### config.mk
export PLATFORM = sky130hd
export DESIGN_NAME = comp_edge_win
export DESIGN_NICKNAME = d
export VERILOG_FILES = /design/src/rtl/comp_edge_win.sv
export SDC_FILE = /design/constraint.sdc
export NUM_CORES = 1
export LEC_CHECK = 0
export CORE_MARGIN = 2
export CORE_UTILIZATION = 50
export DETAILED_ROUTE_END_ITERATION = 6
export PLACE_DENSITY = 0.77
export SETUP_SLACK_MARGIN = 0.02
export SYNTH_ARGS = -nofsm -noshare
export SYNTH_HDL_FRONTEND = slang
export SYNTH_SLANG_ARGS = --single-unit
### constraint.sdc
create_clock -name clk -period 2.5 [get_ports clk]
set_input_delay 0.5 -clock clk [delete_from_list [all_inputs] [get_ports clk]]
set_output_delay 0.5 -clock clk [all_outputs]
set_load 0.02 [all_outputs]
### src/rtl/comp_edge_win.sv
// comp_edge_win: per-channel windowed x/y edge pairing into registered probability updates.
// Optional COMP_EDGE_DECAY_EN halves prob for capture/minus events paired late in the window.
module comp_edge_win #(
  parameter int N_CH = 4,
  parameter int PW   = 7,
  parameter int WIN  = 8
) (
  input  logic             clk,
  input  logic             rst,
  input  logic [N_CH-1:0]  x_edge,
  input  logic [N_CH-1:0]  y_edge,
  input  logic [PW-1:0]    u_capture,
  input  logic [PW-1:0]    u_minus,
  input  logic [PW-1:0]    u_search,
  input  logic [PW-1:0]    u_backoff,
  output logic [N_CH*PW-1:0] prob,
  output logic [N_CH-1:0]  inc,
  output logic [N_CH-1:0]  upd_valid
);
  localparam int CW = $clog2(WIN + 1);
  typedef enum logic [1:0] {IDLE, X_PEND, Y_PEND} state_t;
  for (genvar c = 0; c < N_CH; c++) begin : g_ch
    state_t state, state_n;
    logic [CW-1:0] cnt, cnt_n;
    logic [PW-1:0] sel, p_q;
    logic ev, ev_inc, late, inc_q, v_q;
    logic x, y;
    assign x = x_edge[c];
    assign y = y_edge[c];
`ifdef COMP_EDGE_DECAY_EN
    // elapsed distance k = WIN - cnt + 1 while pending
    assign late = (state != IDLE) && ((WIN - int'(cnt) + 1) > WIN / 2);
`else
    assign late = 1'b0;
`endif
    always_comb begin
      state_n = state;
      cnt_n   = cnt;
      ev      = 1'b0;
      ev_inc  = 1'b0;
      sel     = u_capture;
      case (state)
        IDLE: begin
          ev      = x & y;
          ev_inc  = 1'b1;
          state_n = (x ^ y) ? (x ? X_PEND : Y_PEND) : IDLE;
          cnt_n   = (x ^ y) ? CW'(WIN) : '0;
        end
        X_PEND: begin
          ev      = x | y | (cnt == CW'(1));
          ev_inc  = y;
          sel     = y ? u_capture : u_backoff;
          state_n = x ? X_PEND : (y || cnt == CW'(1)) ? IDLE : X_PEND;
          cnt_n   = x ? CW'(WIN) : (y || cnt == CW'(1)) ? '0 : cnt - CW'(1);
        end
        Y_PEND: begin
          ev      = x | y | (cnt == CW'(1));
          ev_inc  = ~x;
          sel     = x ? u_minus : u_search;
          state_n = y ? Y_PEND : (x || cnt == CW'(1)) ? IDLE : Y_PEND;
          cnt_n   = y ? CW'(WIN) : (x || cnt == CW'(1)) ? '0 : cnt - CW'(1);
        end
        default: begin
          state_n = IDLE;
          cnt_n   = '0;
        end
      endcase
    end
    always_ff @(posedge clk or posedge rst) begin
      if (rst) begin
        state <= IDLE;
        cnt   <= '0;
        p_q   <= '0;
        inc_q <= 1'b0;
        v_q   <= 1'b0;
      end else begin
        state <= state_n;
        cnt   <= cnt_n;
        v_q   <= ev;
        if (ev) begin
          // late-paired capture/minus decay; search/backoff never qualify
          p_q   <= (late && ((state == X_PEND && y) || (state == Y_PEND && x))) ? (sel >> 1) : sel;
          inc_q <= ev_inc;
        end
      end
    end
    assign prob[c*PW +: PW] = p_q;
    assign inc[c]           = inc_q;
    assign upd_valid[c]     = v_q;
  end
endmodule

==> flow_metrics.tcl, run 1 <==
set metrics [dict create \
    critPathCapture "g_ch[0].p_q[1]$_DFFE_PP0P_" \
    async_reset_ff_share_pct 100 \
    powerDensity_nw_per_um2 1230 \
    clock-sinks 60 \
    core-area_sq_um 8090 \
    critical_path_arrival_ns 2.32 \
    fin_nets 567 \
    start_util_pct 50.8 \
    ys_seq_elements 60 \
    max_freq_mhz 487 \
    wirelength_mm 10.1 \
    synth_edf_count 0 \
    crit_type "input pin to flop" \
    drtAntennaViolNets 0 \
    placementRows 33 \
    relSlewSlack_pct 65.3 \
    reg2reg_depth 7 \
    setup_viol 0 \
    ff2ff_setup_slack_ns 0.68 \
    clk_latency_ns 0.34 \
    crit_start "x_edge[0]" \
    min_period_over_period_pct 82.2 \
    hpwlAfterDp_mm 7.40 \
    clkTransAtPathRegs_ns 0.07 \
    end_kind "flop" \
    cts_buffer_depth 2 \
    netlist_area_sq_um 4110 \
    cp_max_fo 17 \
    die-area_sq_um 8960 \
    grt_first_pass_wirelength_mm 16.2 \
    synth_top_area_cell "dfrtp_1" \
    post_cts_buffers 0 \
    ir_worst_vdd_mv 0.517 \
    diodes 0 \
    die_width_um 94.7 \
    synthCells 423 \
    cap_violations 0 \
    ys_top_cells_by_area "dfrtp_1, ha_1, mux2_2, a22o_1, a21oi_1" \
    finClkSkew_ns 0.0104 \
    io_pins 74 \
    rsz0062_at_grt "false" \
    final_layout_size_suffix_gt1_share_pct 13.6 \
    ys_types 31 \
    fillCellCount 705 \
    slew_viol_final 0 \
    worst_setup_path_start_kind "input pin" \
    synth_flop_cell "dfrtp_1" \
    antenna_found_initial 0 \
    min_period_ns 2.05 \
    cp_data_required_time_ns 2.76 \
    grt_max_degree 61 \
    areaGrowthSynthToFinish_pct 24.0 \
    die_h_um 94.7 \
    numCtsBuffers 9 \
    cts_tree "yes" \
    drt-initial-drc-count 189 \
    synth_top_area_share_pct 36.5 \
    route.vias.total 3418 \
    postLayoutCellArea_sq_um 5100 \
    cts_resized 0 \
    yosysWarnings 0 \
    synth_nets 501 \
    cts_max_level 3 \
    timing.rr.start "g_ch[1].state[0]$_DFF_PP0_" \
    status "complete, no violations" \
    drc 0 \
    track_usage_pct 23.7 \
    avgSynthCellArea_sq_um 9.72 \
    hold_path_class "flop to flop" \
    worst_pin_slew_ns 0.519 \
    grt.overflow.total 0 \
    placed_area_sq_um 4890 \
    r2r-end "g_ch[1].p_q[1]$_DFFE_PP0P_" \
    hold_viol 0 \
    synthTopCellsByCount "dfrtp_1, nor2_1, a21oi_1, ha_1, a22oi_1" \
    yosysMostFrequentCell "dfrtp_1" \
    wl_per_cell_um 16.9 \
    drt_first_pass_iters 4 \
    gp_congestion 0.817 \
    portBuffers 73 \
    cts.root.buffer_cell "clkbuf_8" \
    leakagePower_nw 2.17 \
    ctsHoldBuffers 0 \
    setup_tns_ns 0 \
    yosysSeqAreaShare_pct 36.5 \
    grt_pass1_vias 3268 \
    viasPerCell 5.71 \
]
-- power by group --
group,switching (W),internal [W],total (W)
combinational,0.00205,0.00164,0.00368
clock,0.000395,0.000512,0.000907
sequential,0.000273,0.00142,0.00169
-- cell type report --
| type | count | area [sq um] | share of cell area [%] |
|---|---|---|---|
| Inverter | 25 | 93.8 | 1.84 |
| Multi-Input combinational cell | 310 | 2350 | 46.1 |
| Timing Repair Buffer | 83 | 818 | 16.1 |
| Clock buffer | 12 | 155 | 3.04 |
| Tap cell | 105 | 131 | 2.58 |
| Clock inverter | 4 | 47.5 | 0.933 |
| Sequential cell | 60 | 1500 | 29.5 |
-- critical path, cell delays in order --
cell and delay, ns:
clkdlybuf4s50_1 0.74, inv_1 0.17, ha_1 0.26, a311oi_4 0.19
buf_4 0.25, nor2_1 0.06, a21oi_1 0.14
-- sequential cells by signal, summed over array words and instances (netlist names) --
register    count
g_ch.state      8
g_ch.inc_q      4
g_ch.cnt       16
g_ch.p_q       28
g_ch.v_q        4
-- per-stage QoR --
step,setup WS (ns),utilization (%),total power [W],hold WS (ns),cells
floorplan,0.515,-,0.00429,0.455,423
global placement,0.201,60.5,0.00524,0.472,583
detailed placement,0.130,60.5,0.00538,0.483,583
CTS,0.490,63.0,0.00632,0.493,599
global route,0.365,63.0,0.00676,0.506,599
finish,0.446,63.0,0.00628,0.490,599
-- worst min-delay path by stage --
| stage | from | endpoint | slack (ns) | cells past startpoint |
|---|---|---|---|---|
| after floorplan | g_ch[0].cnt[0]$_DFF_PP0_ | g_ch[0].cnt[0]$_DFF_PP0_ | 0.46 | 1 |
| after global placement | g_ch[1].cnt[0]$_DFF_PP0_ | g_ch[1].cnt[0]$_DFF_PP0_ | 0.47 | 1 |
| after detailed placement | g_ch[1].cnt[0]$_DFF_PP0_ | g_ch[1].cnt[0]$_DFF_PP0_ | 0.48 | 1 |
| after CTS | g_ch[1].cnt[0]$_DFF_PP0_ | g_ch[1].cnt[0]$_DFF_PP0_ | 0.49 | 1 |
| after global routing | g_ch[0].cnt[0]$_DFF_PP0_ | g_ch[0].cnt[0]$_DFF_PP0_ | 0.51 | 1 |
| final | g_ch[2].cnt[0]$_DFF_PP0_ | g_ch[2].cnt[0]$_DFF_PP0_ | 0.49 | 1 |
-- kinds of logic after synthesis --
group / synth area share (%)
AO/OA/AOI/OAI: 24.5
AND/OR/NAND/NOR: 11.1
flip-flops: 36.5
buffers and inverters: 6.33
adder cells (fa/ha/maj): 12.2
multiplexers: 7.67
XOR/XNOR: 1.70
-- cells in the final DEF (no fill, tap or decap), drive strengths merged, types with 2 or more instances in the layout --
| cell type | instances |
|---|---|
| or3b | 4 |
| o211ai | 4 |
| a21oi | 51 |
| nor3b | 4 |
| a311oi | 4 |
| a211oi | 4 |
| mux2 | 28 |
| dfrtp | 60 |
| xnor2 | 4 |
| a22o | 28 |
| clkbuf | 12 |
| o32ai | 4 |
| nand2b | 4 |
| o21ai | 8 |
| inv | 25 |
| a31oi | 3 |
| clkinv | 2 |
| xor2 | 4 |
| buf | 10 |
| clkdlybuf4s50 | 73 |
| nor2 | 56 |
| a22oi | 29 |
| nor3 | 4 |
| nand2 | 14 |
| ha | 40 |
| nor2b | 11 |
-- per-layer routing --
layer  wire length, um  up-vias  part of all wire [%]  global-route usage (%)
met4               189        0                   1.9                    8.21
li1                  -     1650                     -                       -
met1              4470     1644                    44                    30.7
met3               548       13                   5.4                    4.95
met2              4920      111                    49                    39.4
met5                 0        -                     0                       0
No activity file was read; power rests on OpenSTA's default activity.
==> inputs of run 2 (changes only) <==
==> constraint.sdc (replaced) <==
create_clock -name clk -period 2.1 [get_ports clk]
set_input_delay 0.42 -clock clk [delete_from_list [all_inputs] [get_ports clk]]
set_output_delay 0.42 -clock clk [all_outputs]
set_load 0.02 [all_outputs]
==> run 2 against run 1 <==
Clock skew shrank 0.0031 ns. Combinational power grew 24%. Clock power shrank 2.5%. Sequential power grew 20%. First-iteration DRC count grew 1.1%. Total power grew 19%. Die area is the same. Critical endpoint is now g_ch[2].p_q[4]$_DFFE_PP0P_.
==> flow_metrics.tcl, run 2 (synthesis results as in run 1) <==
set metrics [dict create \
    setup_viol 0 \
    fin_nets 583 \
    finClkSkew_ns 0.00728 \
    hpwlAfterDp_mm 8.02 \
    areaGrowthSynthToFinish_pct 26.4 \
    met1_usage_pct 32.3 \
    grt_first_pass_wirelength_mm 17.1 \
    placementRows 33 \
    largest_register_ffs 28 \
    power.net_switching_w 0.00328 \
    setup_tns_ns 0 \
    numCtsBuffers 9 \
    die_width_um 94.7 \
    rsz0062_at_grt "false" \
    end_kind "flop" \
    worst_pin_slew_ns 0.430 \
    cap_violations 0 \
    p_comb_share_pct 61.0 \
    powerDensity_nw_per_um2 1440 \
    reg_top3 "g_ch.p_q x28, g_ch.cnt x16, g_ch.state x8" \
    slew_viol_final 0 \
    clkTransAtPathRegs_ns 0.07 \
    status "complete, no violations" \
    die-area_sq_um 8960 \
    drt_first_pass_iters 5 \
    io_pins 74 \
    die_h_um 94.7 \
    grt_busiest_layer "met2" \
    min_period_ns 1.80 \
    critical_path_arrival_ns 2.03 \
    ir_worst_vdd_mv 0.559 \
    track_usage_pct 25.0 \
    cts_resized 0 \
    worst_setup_path_start_kind "flop" \
    start_util_pct 50.8 \
    internal_power_w 0.00420 \
    hold_path_class "input pin to async pin" \
    clk_latency_ns 0.35 \
    top_register "g_ch.p_q" \
    grt.overflow.total 0 \
    drc 0 \
    portBuffers 73 \
    fillCellCount 666 \
    grt_pass1_vias 3459 \
    leakagePower_nw 2.24 \
    viasPerCell 5.90 \
    hold_viol 0 \
    grt_use_met2_pct 40.2 \
    min_period_over_period_pct 85.9 \
    drtAntennaViolNets 0 \
    post_cts_buffers 0 \
    cts_tree "yes" \
    gp_congestion 0.868 \
    cp_data_required_time_ns 2.33 \
    core-area_sq_um 8090 \
    sw_frac_of_total_pct 43.8 \
    route.vias.total 3616 \
    cts.root.buffer_cell "clkbuf_8" \
    wl_per_cell_um 17.6 \
    p_clk_share_pct 11.8 \
    ctsHoldBuffers 0 \
    max_freq_mhz 555 \
    cp_max_fo 9 \
    drt-initial-drc-count 191 \
    cts_buffer_depth 2 \
    clock-sinks 60 \
    wirelength_mm 10.8 \
    power.total_w 0.00748 \
    antenna_found_initial 0 \
    p_seq_share_pct 27.2 \
    relSlewSlack_pct 71.3 \
    cts_max_level 3 \
    final_layout_size_suffix_gt1_share_pct 15.9 \
    grt_max_degree 34 \
    use_met3_pct 6.15 \
    mostFrequentLayoutCells "clkdlybuf4s50_1, dfrtp_1, nor2_1" \
    crit_type "flop to flop" \
    diodes 0 \
    final_common_cell "clkdlybuf4s50_1" \
]
==> run 2: metrics by stage <==
step                instance area (sq um)  hold WS (ns)  cells  utilization (%)  worst slack [ns]
floorplan                            4110         0.455    423                -             0.195
global placement                     5040         0.476    599             62.3            0.0306
detailed placement                   5040         0.483    599             62.3           -0.0206
CTS                                  5190         0.462    613             64.2             0.280
global route                         5190         0.488    613             64.2             0.136
finish                               5190         0.457    613             64.2             0.297
==> run 2: worst paths after layout <==
check / startpoint / end / slack [ns] / depth (start not counted)
setup / recovery: g_ch[2].state[0]$_DFF_PP0_ / g_ch[2].p_q[4]$_DFFE_PP0P_ / 0.30 / 7
hold / removal: rst / g_ch[1].state[1]$_DFF_PP0_ / 0.46 / 3
setup reg to reg: g_ch[2].state[0]$_DFF_PP0_ / g_ch[2].p_q[4]$_DFFE_PP0P_ / 0.30 / 7
hold reg to reg: g_ch[3].cnt[0]$_DFF_PP0_ / g_ch[3].cnt[0]$_DFF_PP0_ / 0.49 / 1
max in group asynchronous: rst / g_ch[3].p_q[6]$_DFFE_PP0P_ / 1.30 / 3
min in group clk: g_ch[3].cnt[0]$_DFF_PP0_ / g_ch[3].cnt[0]$_DFF_PP0_ / 0.49 / 1
==> run 2: area by class of cell <==
class | count | area [sq um] | share of cell area [%]
repair buffers | 99 | 963 | 18.5
well taps | 105 | 131 | 2.53
multi-input cells | 310 | 2350 | 45.2
clock inverters | 3 | 15.0 | 0.289
inverters | 25 | 93.8 | 1.81
clock buffers | 11 | 141 | 2.72
flip-flops and latches | 60 | 1500 | 28.9
==> run 2: metal layers <==
metal / share of wire [%] / routed length, um
met5: 0 / 0
met3: 6.4 / 695
met1: 43 / 4610
met4: 2.8 / 302
met2: 48 / 5200
==> run 2: critical path, cell delays in order, from the launching register on <==
cell,delay (ns)
dfrtp_1,0.37
inv_1,0.08
ha_1,0.47
a21boi_0,0.27
buf_4,0.20
nor2b_1,0.05
a21oi_1,0.15
a21oi_1,0.09
==> run 2: power groups by stage <==
stage	logic, W	registers (W)	clock network, W
after floorplan	0.00279	0.00232	0
after global placement	0.00441	0.00203	0
after detailed placement	0.00453	0.00206	0
after CTS	0.00456	0.00204	0.000910
after global routing	0.00497	0.00210	0.000952
final	0.00456	0.00203	0.000884
